### src/rtl/sprite_motion_if.sv
// Collision-checker link: walk/push directions out to the checker, bounce requests back.
// The master side is the motion controller, the slave side is the collision checker.
interface sprite_motion_if;
  logic left;
  logic right;
  logic up;
  logic down;
  logic bouncingLeft;
  logic bouncingRight;
  logic bouncingUp;
  logic bouncingDown;
  logic bounceLeft;
  logic bounceRight;
  logic bounceUp;
  logic bounceDown;

  modport master (
    output left, right, up, down,
    output bouncingLeft, bouncingRight, bouncingUp, bouncingDown,
    input  bounceLeft, bounceRight, bounceUp, bounceDown
  );

  modport slave (
    input  left, right, up, down,
    input  bouncingLeft, bouncingRight, bouncingUp, bouncingDown,
    output bounceLeft, bounceRight, bounceUp, bounceDown
  );
endinterface

### src/rtl/sprite_motion.sv
// Per-frame sprite motion controller feeding the map collision checker.
// Optional feature: define SPRITE_MOTION_RETRIGGER_EN to let a new push direction restart a bounce.
module sprite_motion #(
  parameter int unsigned X_INIT        = 320,
  parameter int unsigned Y_INIT        = 240,
  parameter int unsigned STEP          = 1,
  parameter int unsigned BOUNCE_FRAMES = 8,
  parameter int unsigned X_MAX         = 630,
  parameter int unsigned Y_MAX         = 470
) (
  input  logic        Clk,
  input  logic        Reset_n,
  input  logic        frame_tick,
  input  logic        key_left,
  input  logic        key_right,
  input  logic        key_up,
  input  logic        key_down,
  output logic [19:0] spriteX,
  output logic [19:0] spriteY,
  output logic        busy,
  sprite_motion_if.master col
);

  typedef enum logic [1:0] {
    IDLE,
    MOVE,
    BOUNCE
  } stateT;

  // Direction vectors are ordered {down, up, right, left} so bit 0 has top priority.
  localparam logic [3:0] DIR_LEFT  = 4'b0001;
  localparam logic [3:0] DIR_RIGHT = 4'b0010;
  localparam logic [3:0] DIR_UP    = 4'b0100;
  localparam logic [3:0] DIR_DOWN  = 4'b1000;

  localparam logic [20:0] STEP_W  = 21'(STEP);
  localparam logic [20:0] X_MAX_W = 21'(X_MAX);
  localparam logic [20:0] Y_MAX_W = 21'(Y_MAX);

  stateT       state;
  stateT       stateNext;
  logic [19:0] xNext;
  logic [19:0] yNext;
  logic [3:0]  walkDir;
  logic [3:0]  walkNext;
  logic [3:0]  pushDir;
  logic [3:0]  pushNext;
  logic [7:0]  bounceCnt;
  logic [7:0]  cntNext;
  logic [3:0]  stepDir;
  logic        stepEn;
  logic        retrigger;

  logic [3:0]  keyVec;
  logic [3:0]  bounceVec;
  logic [3:0]  keyPri;
  logic [3:0]  bouncePri;

  function automatic logic [3:0] pickFirst(input logic [3:0] v);
    logic [3:0] r;
    r = 4'b0000;
    if (v[0])      r = DIR_LEFT;
    else if (v[1]) r = DIR_RIGHT;
    else if (v[2]) r = DIR_UP;
    else if (v[3]) r = DIR_DOWN;
    return r;
  endfunction

  function automatic logic [19:0] satSub(input logic [19:0] pos);
    logic [20:0] wide;
    wide = {1'b0, pos};
    if (wide < STEP_W) return 20'd0;
    return 20'(wide - STEP_W);
  endfunction

  function automatic logic [19:0] satAdd(input logic [19:0] pos, input logic [20:0] limit);
    logic [20:0] sum;
    sum = {1'b0, pos} + STEP_W;
    if (sum > limit) return 20'(limit);
    return 20'(sum);
  endfunction

  assign keyVec    = {key_down, key_up, key_right, key_left};
  assign bounceVec = {col.bounceDown, col.bounceUp, col.bounceRight, col.bounceLeft};
  assign keyPri    = pickFirst(keyVec);
  assign bouncePri = pickFirst(bounceVec);

`ifdef SPRITE_MOTION_RETRIGGER_EN
  assign retrigger = (bounceVec != 4'b0000) && (bouncePri != pushDir);
`else
  assign retrigger = 1'b0;
`endif

  // Next-state logic; nothing changes unless this cycle carries a frame tick.
  always_comb begin
    stateNext = state;
    walkNext  = walkDir;
    pushNext  = pushDir;
    cntNext   = bounceCnt;
    stepDir   = 4'b0000;
    stepEn    = 1'b0;
    if (frame_tick) begin
      case (state)
        IDLE, MOVE: begin
          if (bounceVec != 4'b0000) begin
            stateNext = BOUNCE;
            pushNext  = bouncePri;
            cntNext   = 8'(BOUNCE_FRAMES);
            walkNext  = 4'b0000;
          end else if (keyVec != 4'b0000) begin
            stateNext = MOVE;
            walkNext  = keyPri;
            stepDir   = keyPri;
            stepEn    = 1'b1;
          end else begin
            stateNext = IDLE;
            walkNext  = 4'b0000;
          end
        end
        BOUNCE: begin
          walkNext = 4'b0000;
          if (retrigger) begin
            pushNext = bouncePri;
            cntNext  = 8'(BOUNCE_FRAMES);
          end else begin
            stepDir = pushDir;
            stepEn  = 1'b1;
            cntNext = bounceCnt - 8'd1;
            if (bounceCnt == 8'd1) begin
              stateNext = IDLE;
              pushNext  = 4'b0000;
            end
          end
        end
        default: begin
          stateNext = IDLE;
          walkNext  = 4'b0000;
          pushNext  = 4'b0000;
          cntNext   = 8'd0;
        end
      endcase
    end
  end

  // Saturating one-step move along whichever direction the FSM chose.
  always_comb begin
    xNext = spriteX;
    yNext = spriteY;
    if (stepEn) begin
      case (stepDir)
        DIR_LEFT:  xNext = satSub(spriteX);
        DIR_RIGHT: xNext = satAdd(spriteX, X_MAX_W);
        DIR_UP:    yNext = satSub(spriteY);
        DIR_DOWN:  yNext = satAdd(spriteY, Y_MAX_W);
        default: begin
          xNext = spriteX;
          yNext = spriteY;
        end
      endcase
    end
  end

  always_ff @(posedge Clk) begin
    if (!Reset_n) begin
      state     <= IDLE;
      spriteX   <= 20'(X_INIT);
      spriteY   <= 20'(Y_INIT);
      walkDir   <= 4'b0000;
      pushDir   <= 4'b0000;
      bounceCnt <= 8'd0;
    end else begin
      state     <= stateNext;
      spriteX   <= xNext;
      spriteY   <= yNext;
      walkDir   <= walkNext;
      pushDir   <= pushNext;
      bounceCnt <= cntNext;
    end
  end

  assign busy               = (state == BOUNCE);
  assign col.left           = walkDir[0];
  assign col.right          = walkDir[1];
  assign col.up             = walkDir[2];
  assign col.down           = walkDir[3];
  assign col.bouncingLeft   = pushDir[0];
  assign col.bouncingRight  = pushDir[1];
  assign col.bouncingUp     = pushDir[2];
  assign col.bouncingDown   = pushDir[3];

endmodule

### src/flat_wrapper.sv
// flat-port wrapper written by rule: the top's interface ports become plain ports
module sprite_motion_flat 
#(
  parameter int unsigned X_INIT        = 320,
  parameter int unsigned Y_INIT        = 240,
  parameter int unsigned STEP          = 1,
  parameter int unsigned BOUNCE_FRAMES = 8,
  parameter int unsigned X_MAX         = 630,
  parameter int unsigned Y_MAX         = 470
)
  (Clk, Reset_n, frame_tick, key_left, key_right, key_up, key_down, spriteX, spriteY, busy, col_left, col_right, col_up, col_down, col_bouncingLeft, col_bouncingRight, col_bouncingUp, col_bouncingDown, col_bounceLeft, col_bounceRight, col_bounceUp, col_bounceDown);
  sprite_motion_if col_i ();
  input  logic Clk;
  input  logic Reset_n;
  input  logic frame_tick;
  input  logic key_left;
  input  logic key_right;
  input  logic key_up;
  input  logic key_down;
  output logic [19:0] spriteX;
  output logic [19:0] spriteY;
  output logic busy;
  output wire logic [$bits(col_i.left)-1:0] col_left;
  output wire logic [$bits(col_i.right)-1:0] col_right;
  output wire logic [$bits(col_i.up)-1:0] col_up;
  output wire logic [$bits(col_i.down)-1:0] col_down;
  output wire logic [$bits(col_i.bouncingLeft)-1:0] col_bouncingLeft;
  output wire logic [$bits(col_i.bouncingRight)-1:0] col_bouncingRight;
  output wire logic [$bits(col_i.bouncingUp)-1:0] col_bouncingUp;
  output wire logic [$bits(col_i.bouncingDown)-1:0] col_bouncingDown;
  input wire logic [$bits(col_i.bounceLeft)-1:0] col_bounceLeft;
  input wire logic [$bits(col_i.bounceRight)-1:0] col_bounceRight;
  input wire logic [$bits(col_i.bounceUp)-1:0] col_bounceUp;
  input wire logic [$bits(col_i.bounceDown)-1:0] col_bounceDown;
  assign col_left = col_i.left;
  assign col_right = col_i.right;
  assign col_up = col_i.up;
  assign col_down = col_i.down;
  assign col_bouncingLeft = col_i.bouncingLeft;
  assign col_bouncingRight = col_i.bouncingRight;
  assign col_bouncingUp = col_i.bouncingUp;
  assign col_bouncingDown = col_i.bouncingDown;
  assign col_i.bounceLeft = col_bounceLeft;
  assign col_i.bounceRight = col_bounceRight;
  assign col_i.bounceUp = col_bounceUp;
  assign col_i.bounceDown = col_bounceDown;
  sprite_motion #(.X_INIT(X_INIT), .Y_INIT(Y_INIT), .STEP(STEP), .BOUNCE_FRAMES(BOUNCE_FRAMES), .X_MAX(X_MAX), .Y_MAX(Y_MAX)) u_core (.Clk(Clk), .Reset_n(Reset_n), .frame_tick(frame_tick), .key_left(key_left), .key_right(key_right), .key_up(key_up), .key_down(key_down), .spriteX(spriteX), .spriteY(spriteY), .busy(busy), .col(col_i));
endmodule
### config.mk
export PLATFORM = sky130hd
export DESIGN_NAME = sprite_motion_flat
export DESIGN_NICKNAME = d
export VERILOG_FILES = /design/src/rtl/sprite_motion_if.sv /design/src/rtl/sprite_motion.sv /design/src/flat_wrapper.sv
export SDC_FILE = /design/constraint.sdc
export NUM_CORES = 1
export LEC_CHECK = 0
export BUFFER_PORTS_ARGS = -buffer_cell sky130_fd_sc_hd__buf_2
export CAP_MARGIN = 10
export CORE_MARGIN = 5
export CORE_UTILIZATION = 60
export CTS_BUF_LIST = sky130_fd_sc_hd__clkbuf_8
export DETAILED_ROUTE_END_ITERATION = 12
export PLACE_DENSITY = 0.81
export SKIP_CTS_REPAIR_TIMING = 1
export SLEW_MARGIN = 20
export SYNTH_ARGS = -nofsm -noshare
export SYNTH_HDL_FRONTEND = slang
export SYNTH_SLANG_ARGS = --single-unit
### constraint.sdc
create_clock -name Clk -period 3.5 [get_ports Clk]
set_clock_uncertainty 0.15 [all_clocks]
set_input_delay 0.175 -clock Clk [delete_from_list [all_inputs] [get_ports Clk]]
set_output_delay 0.175 -clock Clk [all_outputs]
set_load 0.005 [all_outputs]
==> run metrics <==
final antenna-violating net count 0; worst hold margin 33.6 ps; Crit Path Max Fanout 13; total CTS buffers 9; Power Density 313 mW/mm^2; Routed WL 13500 um; slew of the pin with the lowest slew margin 933 ps; RD Place Congestion about 0.95; vias in the first global route 4972; most frequent cell after synthesis dfxtp_1; CP Class register to register; clock slew at reported path FFs 80 ps; CP required 3530 ps; non-filler cells, final 778; Hold Fails Final Rpt 0; Slowest Stage Delay on Critical Path 490 ps; final worst setup slack 215 ps; Lkg Pwr around 2.1 nW; CTS Buffer Depth 2; outcome finished clean; GR Util All Layers ~27%; via density per instance 6.80; Gate power share around 14%; Final period util around 94%; post-synth top area share 24.6%; Commonest cells post-synth dfxtp_1, nand2_1, nor2_1, clkbuf_1, o21ai_0; GRT overflow 0; Area Growth Syn to Fin 11.3%; Nets 690; DP HPWL 9530 um; synth unique cells a little over 80; DR iter-0 viols 463; initial antenna violation count 0; Setup crit end kind register; largest net degree at the start of global routing 32; P_sw about 460 uW; RSZ-0062 raised after global routing no; EDFF count, synth 0; mapped cell area 0.00471 sq mm; hold crit path type input port to register; Placed Cells incl. Taps 761; drt pass-1 iters 5; input/output buffers 59; # fillers about 690; Synth Warn # 0; Rel. slew slack a little under two fifths; ys async rst share 0%; #FFs+latches synth between 50 and 60; core area between 0.007 and 0.008 sq mm; drc violations 0; clock power share between 40% and 50%; Setup violations, final 0; CP max stage cell nor4_4; register area share after synthesis between 20% and 30%; Final Core Density approximately 68%; syn_area_per_cell 7.38 sq um; TritonCTS clock tree yes; fin. max-slew vios 0; crit-path cells inv_1 -> ha_1 -> or3b_4 -> or4_4 -> nor4_4 -> a21oi_2 -> a221oi_1 -> a21o_1 -> a41oi_1; Post-Place Setup Slack between 200 and 300 ps; die area about 0.0097 sq mm; Clock Latency Late Sink 340 ps; Setup TNS Final 0 ps; CTS sink count 58; first-pass GRT wire length between 20000 and 25000 um; Peak VDD IR 0.235 mV; std cell rows 32; root buffer cell clkbuf_8; Initial Utilization ~61%; Peak Freq 304 MHz; critical path startpoint category register; Mapped Nets 658; CTS HTree Levels 3; Data arrival, critical path 3310 ps; Die Ht 98.6 um; internal power 1.19 mW; Area contributors post-synth dfxtp_1, o21ai_0, nand2_1; Sw Share 27.7%; Reg power frac 43.2%; Wirelength per Cell around 17 um; fraction of layout cells with a size suffix above 1 17.2%; max_cap viols 0; Mapped Cells 639; DIE WIDTH about 99 um; routed via count 5292; post-synth top area cell dfxtp_1; Synth Flop Type dfxtp_1; I/O pin total 60; Tmin final 3290 ps; n_diodes 0
per-stage QoR:
step	area, sq um	total power [mW]
5_1_grt	5250	1.71
3_5_place_dp	5020	0.946
4_1_cts	5240	1.65
2_1_floorplan	4710	0.880
3_3_place_gp	5020	0.939
6_report	5250	1.64
layout make-up:
class                           instances  area (sq um)  share of cell area [%]
Inverter                               20          75.1                    1.43
Tap cell                              102           128                    2.43
Sequential cell                        58          1160                    22.1
Clock inverter                          6          81.3                    1.55
Multi-Input combinational cell        505          3230                    61.6
Clock buffer                           10           138                    2.62
Timing Repair Buffer                   77           433                    8.25
state kept, by name, summed over array words and instances (netlist names):
register          cells
u_core.bounceCnt      8
u_core.walkDir        4
u_core.pushDir        4
u_core.spriteX       20
u_core.spriteY       20
u_core.state          2
power by group through the flow:
| stage | combinational (mW) | clock (mW) | sequential [mW] |
|---|---|---|---|
| 4_1_cts | 0.224 | 0.712 | 0.709 |
| 3_3_place_gp | 0.216 | 0 | 0.723 |
| 3_5_place_dp | 0.222 | 0 | 0.724 |
| 6_report | 0.229 | 0.705 | 0.711 |
| 5_1_grt | 0.252 | 0.749 | 0.713 |
| 2_1_floorplan | 0.169 | 0 | 0.712 |
layer usage:
layer	up-vias	track usage (%)	part of all wire, %
met4	0	13.3	2.8
met2	287	44.6	48
met1	2467	34.3	41
li1	2486	-	-
met3	52	5.52	8.7
met5	-	0	0
worst paths after layout:
check | from | endpoint | slack [ps] | cells past startpoint
worst max-delay path | u_core.spriteY[1]$_SDFFE_PN0P_ | u_core.spriteY[7]$_SDFFE_PN1P_ | 210 | 9
worst min-delay path | col_bounceLeft | u_core.pushDir[0]$_SDFFE_PN0P_ | 30 | 3
worst max register to register | u_core.spriteY[1]$_SDFFE_PN0P_ | u_core.spriteY[7]$_SDFFE_PN1P_ | 210 | 9
worst min register to register | u_core.walkDir[0]$_SDFFE_PN0P_ | u_core.walkDir[0]$_SDFFE_PN0P_ | 320 | 2
worst max-delay path, delay by kind of cell, from the launching register on:
kind / cells / cell delay [ps]
and+or+nand+nor: 3 / 1370
AOI/OAI and AO/OA: 4 / 850
DFF: 1 / 420
adders and majority gates: 1 / 200
buffers and inverters: 1 / 130
cells by family (layout without fill, tap and decap cells):
logic type	count (synthesis)	in the layout	share of synthesized area (%)
compound gates	204	204	29.8
xor+xnor	12	12	2.23
fa+ha+maj	8	8	2.12
buf+inv	76	113	6.93
flops	58	58	24.6
mux	3	3	0.690
simple gates	278	278	33.6
placed cells by master, fill, tap and decap left out, types with 8 or more instances in the layout:
cell,netlist,final
nand4_1,20,20
a22oi_1,8,8
nor4_1,16,16
or3_1,14,14
buf_4,4,17
and3_1,13,13
nand2_1,50,50
inv_1,20,21
nor3_1,30,30
buf_2,9,59
nor2b_1,14,14
a21boi_0,20,20
nor2_1,44,44
xnor2_1,10,10
a21oi_1,35,35
clkbuf_8,0,10
nand3_1,25,25
o21ai_0,40,40
a31oi_1,9,9
ha_1,8,8
dfxtp_1,58,58
o21a_1,9,9
Power figures use the tool's default switching activity.
